--- src/rtl/hazard_scoreboard.sv ---
// Tuse/Tnew hazard unit: shadow E/M/W pipe of {dest, tnew, rs, rt}, D-stage stall,
// D/E/M bypass selects and a mult/div busy counter interlocking HI/LO users.
module hazard_scoreboard #(
  parameter int AW      = 5,
  parameter int TW      = 2,
  parameter int FWD_EN  = 1,
  parameter int MUL_LAT = 5,
  parameter int DIV_LAT = 10
) (
  input  logic          clk,
  input  logic          reset_n,
  input  logic [AW-1:0] rs_d,
  input  logic [AW-1:0] rt_d,
  input  logic [TW-1:0] tuse_rs_d,
  input  logic [TW-1:0] tuse_rt_d,
  input  logic [AW-1:0] dest_d,
  input  logic [TW-1:0] tnew_d,
  input  logic          wen_d,
  input  logic          md_op_d,
  input  logic          md_div_d,
  input  logic          md_use_d,
  input  logic          flush_e,
  output logic          stall_d,
  output logic [1:0]    fsel_rs_d,
  output logic [1:0]    fsel_rt_d,
  output logic [1:0]    fsel_rs_e,
  output logic [1:0]    fsel_rt_e,
  output logic          fsel_rt_m,
  output logic          md_busy
);

  localparam bit FWD    = (FWD_EN != 0);
  localparam int MAXLAT = (MUL_LAT > DIV_LAT) ? MUL_LAT : DIV_LAT;
  localparam int CW     = $clog2(MAXLAT + 1);

  function automatic logic [TW-1:0] sat_dec(input logic [TW-1:0] t);
    return (t == '0) ? '0 : t - TW'(1);
  endfunction

  // Shadow pipe state
  logic          e_live_q, m_live_q, w_live_q;
  logic [AW-1:0] e_dest_q, e_rs_q, e_rt_q, m_dest_q, m_rt_q, w_dest_q;
  logic [TW-1:0] e_tnew_q, m_tnew_q, w_tnew_q;

  // Mult/div tracking
  logic          md_start_q, md_div_q;
  logic [CW-1:0] cnt_q;

  logic          adv;
  logic          md_stall;
  logic [1:0]    stall_src;
  logic [1:0][AW-1:0] src_d, src_e;
  logic [1:0][TW-1:0] tuse_d;
  logic [1:0][1:0]    sel_d, sel_e;

  assign src_d  = {rt_d, rs_d};
  assign tuse_d = {tuse_rt_d, tuse_rs_d};
  assign src_e  = {e_rt_q, e_rs_q};

  // D stage: youngest live match decides both the stall and the bypass source.
  always_comb begin
    for (int i = 0; i < 2; i++) begin
      stall_src[i] = 1'b0;
      sel_d[i]     = 2'd0;
      if (src_d[i] != '0) begin
        if (e_live_q && e_dest_q == src_d[i]) begin
          stall_src[i] = FWD ? (e_tnew_q > tuse_d[i]) : 1'b1;
          if (e_tnew_q == '0) sel_d[i] = 2'd1;
        end else if (m_live_q && m_dest_q == src_d[i]) begin
          stall_src[i] = FWD ? (m_tnew_q > tuse_d[i]) : 1'b1;
          if (m_tnew_q == '0) sel_d[i] = 2'd2;
        end else if (w_live_q && w_dest_q == src_d[i]) begin
          // Without bypassing, the write-first RF already covers W.
          stall_src[i] = FWD ? (w_tnew_q > tuse_d[i]) : 1'b0;
          if (w_tnew_q == '0) sel_d[i] = 2'd3;
        end
      end
      if (!FWD) sel_d[i] = 2'd0;
    end
  end

  // E stage: a not-yet-ready M producer shadows any older W copy.
  always_comb begin
    for (int i = 0; i < 2; i++) begin
      sel_e[i] = 2'd0;
      if (src_e[i] != '0) begin
        if (m_live_q && m_dest_q == src_e[i]) begin
          if (m_tnew_q == '0) sel_e[i] = 2'd1;
        end else if (w_live_q && w_dest_q == src_e[i] && w_tnew_q == '0) begin
          sel_e[i] = 2'd2;
        end
      end
      if (!FWD) sel_e[i] = 2'd0;
    end
  end

  assign md_busy   = md_start_q | (cnt_q != '0);
  assign md_stall  = md_use_d & md_busy;
  assign stall_d   = |stall_src | md_stall;
  assign adv       = !stall_d && !flush_e;

  assign fsel_rs_d = sel_d[0];
  assign fsel_rt_d = sel_d[1];
  assign fsel_rs_e = sel_e[0];
  assign fsel_rt_e = sel_e[1];
  assign fsel_rt_m = FWD && w_live_q && (w_dest_q == m_rt_q);

  always_ff @(posedge clk) begin
    if (!reset_n) begin
      e_live_q   <= 1'b0;
      m_live_q   <= 1'b0;
      w_live_q   <= 1'b0;
      md_start_q <= 1'b0;
      cnt_q      <= '0;
    end else begin
      e_live_q   <= adv && wen_d && (dest_d != '0);
      m_live_q   <= e_live_q;
      w_live_q   <= m_live_q;
      md_start_q <= adv && md_op_d;
      if (md_start_q)
        cnt_q <= md_div_q ? CW'(DIV_LAT) : CW'(MUL_LAT);
      else if (cnt_q != '0)
        cnt_q <= cnt_q - CW'(1);
    end
  end

  // NOTE: payload fields carry no reset; the live bits above gate every use of them.
  // A bubble is loaded as an all-zero entry so register 0 keeps it from matching.
  always_ff @(posedge clk) begin
    e_dest_q <= adv ? dest_d : '0;
    e_tnew_q <= adv ? tnew_d : '0;
    e_rs_q   <= adv ? rs_d   : '0;
    e_rt_q   <= adv ? rt_d   : '0;
    m_dest_q <= e_dest_q;
    m_tnew_q <= sat_dec(e_tnew_q);
    m_rt_q   <= e_rt_q;
    w_dest_q <= m_dest_q;
    w_tnew_q <= sat_dec(m_tnew_q);
    md_div_q <= md_div_d;
  end

endmodule
--- config.mk ---
export PLATFORM = sky130hd
export DESIGN_NAME = hazard_scoreboard
export DESIGN_NICKNAME = d
export VERILOG_FILES = /design/src/rtl/hazard_scoreboard.sv
export SDC_FILE = /design/constraint.sdc
export NUM_CORES = 1
export LEC_CHECK = 0
export CORE_ASPECT_RATIO = 2
export CORE_MARGIN = 2
export CORE_UTILIZATION = 48
export DETAILED_ROUTE_END_ITERATION = 8
export GPL_TIMING_DRIVEN = 0
export MAX_ROUTING_LAYER = met4
export PLACE_DENSITY = 0.75
export SLEW_MARGIN = 0
export SYNTH_ARGS = -nofsm -noshare
export SYNTH_HDL_FRONTEND = slang
export SYNTH_SLANG_ARGS = --single-unit
--- constraint.sdc ---
create_clock -name clk -period 1.9 [get_ports clk]
set_clock_uncertainty 0.1 [all_clocks]
set_input_delay 0.19 -clock clk [delete_from_list [all_inputs] [get_ports clk]]
set_output_delay 0.19 -clock clk [all_outputs]
set_load 0.05 [all_outputs]
==> impl_metrics.ini <==
[clock_tree]
clk_latency_ns = 0.29
post_cts_hold_buffer_count = 0
path_clk_slew_ns = 0.08
cts_root_buf = clkbuf_8
cts.path.max_buffers = 2
cts.sinks = 45
cts_buffers = 5
cts_tree = yes
htreeDepth = 2

[routing]
viasPerCell = 5.60
first_pass_iters = 4
drc = 0
vias = 2116
drt_wl_total_mm = 6.82
wl_per_cell_um = 18.0
ant_nets = 0
drt_iter0_drc = 39

[power]
powerDensity_mw_per_mm2 = 994
leakage_nw = 1.48
peakVddDrop_uv = 846

[timing]
whs_ns = 0.223
max_clock_freq_mhz = 409
finalSetupTns_ns = -5.49
finalSetupViolations = 28
slew_viol_final = 0
max_slew_margin = 0.231
period_share = 1.29
max_slew.worst_pin.slew_ns = 1.15
rsz0062_at_grt = true
final.min_clock_period_ns = 2.45
finalHoldViolCount = 0
finalWorstSetupSlack_ns = -0.548

[yosys]
synth_warnings = 0
synthTopCellsByArea = dfxtp_1 34%, xnor2_1 11%, nor4b_2 9.2%
ys_seq_area_frac = 0.344
async_reset_ff_frac = 0
synth_top_area_cell = dfxtp_1
synthCells = 259
syn_nets = 303
ys.flop_type = dfxtp_1
synth_seq_cells = 45
syn-cell-area_mm2 = 0.00262
synth_edf_count = 0
synth_commonest_cells = 45 x dfxtp_1, 32 x xnor2_1, 26 x xor2_1, 16 x ha_1, 16 x nor4b_2
avgSynthCellArea_um2 = 10.1
synth_cell_type_count = 43
yosysMostFrequentCell = dfxtp_1
yosys.area.top_type_share = 0.344

[floorplanning]
num_rows = 38
coreArea_mm2 = 0.00533
pin_count = 39
chipHeight_um = 108
fp.dieW_um = 56.2
start_util = 0.492
dieArea_mm2 = 0.00610

[status]
status = complete, but fails checks
violations = setup timing

[critical_path]
worstSetupEndpointType = primary output
worstPathMaxFanout = 3
r2r_start = m_dest_q[1]$_DFF_P_
critPathLaunch = e_dest_q[1]$_SDFF_PP0_
arrival_ns = 2.16
critPathRequiredTime_ns = 1.61
start_kind = flip-flop
criticalPathCategory = flip-flop to primary output

[finish]
area_delta_synth_final_pct = 40.4
ff_latch_area_um2 = 926
filler_cell_count = 418
multi_input_area_mm2 = 0.00192
drive_above_1_share = 0.374
nNetsFinal = 362
antennaDiodeCount = 0
final_cells = 378

[min_path]
min_path_type = input pin to flip-flop
min-delay-start = rt_d[1]

[place]
gp_congestion = 0.853
place_hpwl_mm = 4.49
portBuffers = 37
placedCellCount = 356

[global_routing]
gr-total-overflow = 0
grt_max_degree = 14
grt_pass1_vias = 2181
antenna_found_initial = 0
groute.usage.overall = 0.230
grt_pass1_wl_mm = 10.5

[run]
cap_violations = 0
power by group:
| part | total (W) | switching [W] | leakage [nW] | internal (W) |
|---|---|---|---|---|
| sequential | 0.00133 | 0.000197 | 0.377 | 0.00113 |
| combinational | 0.00172 | 0.000877 | 1.06 | 0.000848 |
| clock | 0.000606 | 0.000318 | 0.0433 | 0.000288 |
| total | 0.00366 | 0.00139 | 1.48 | 0.00227 |
cell type report:
cell class | count | share of cell area
plain buffers | 7 | 0.0139
multi-input cells | 190 | 0.522
well taps | 60 | 0.0204
inverters | 13 | 0.0133
repair buffers | 56 | 0.155
clock inverters | 1 | 0.00204
flip-flops and latches | 45 | 0.252
clock buffers | 6 | 0.0224
path summary, 6_finish.rpt:
check                                            end  slack [ns]  cells past startpoint
worst max-delay path                         stall_d       -0.55                      8
worst min-delay path            e_rt_q[1]$_SDFF_PP0_        0.22                      2
worst max register to register  e_rs_q[1]$_SDFF_PP0_       -0.29                      9
worst min register to register   m_dest_q[4]$_DFF_P_        0.29                      0
metal layers:
| metal | part of all wire | GRT usage | vias to the layer above |
|---|---|---|---|
| met3 | 0.038 | 0.0311 | 27 |
| met1 | 0.38 | 0.241 | 1007 |
| met4 | 0.039 | 0.107 | 0 |
| met5 | 0 | - | - |
| met2 | 0.54 | 0.418 | 66 |
| li1 | - | - | 1016 |
timing repair:
action,4_1_cts,5_1_grt
setup endpoints to repair,30,29
resized for setup,107,59
setup buffers,11,10
pin swaps,20,24
cloned,0,1
through the flow:
step	power [W]	util	area, um^2	setup slack, ns
after CTS	0.00343	0.632	3370	-0.519
after detailed placement	0.00270	0.586	3120	-1.43
after global routing	0.00390	0.691	3680	-0.643
after floorplan	0.00235	-	2670	-0.150
final	0.00366	0.691	3680	-0.548
after global placement	0.00265	0.586	3120	-1.36
registers in the layout, indices dropped and copies added (netlist names), 4 cells and up:
register / count
cnt_q: 4
m_rt_q: 5
w_dest_q: 5
e_rt_q: 5
m_dest_q: 5
e_dest_q: 5
e_rs_q: 5
cell families after synthesis:
kind of cell	Yosys count	share of synthesized area
AND/OR/NAND/NOR	90	0.262
XOR/XNOR	58	0.194
flip-flops	45	0.344
buffers and inverters	24	0.0482
AO/OA/AOI/OAI	23	0.0645
adder cells (fa/ha/maj)	16	0.0764
multiplexers	3	0.0115
cells in the final DEF, fill, tap and decap left out, types with 8 or more instances in the layout:
cell              n
dfxtp_1          35
inv_1             8
dlygate4sd2_1    10
ha_1             12
clkdlybuf4s50_1  14
nor4b_4          10
xor2_1           21
buf_4            12
xnor2_1          32
nor2_1           11
buf_6            13
worst max-delay path, cell delays in order (launching register included):
cell	delay (ns)
dfxtp_1	0.36
xor2_1	0.17
nor4_1	0.32
and3_2	0.28
a21o_1	0.13
nor2_2	0.07
buf_6	0.14
or2_4	0.25
buf_8	0.15
No activity file was read; power rests on OpenSTA's default activity.
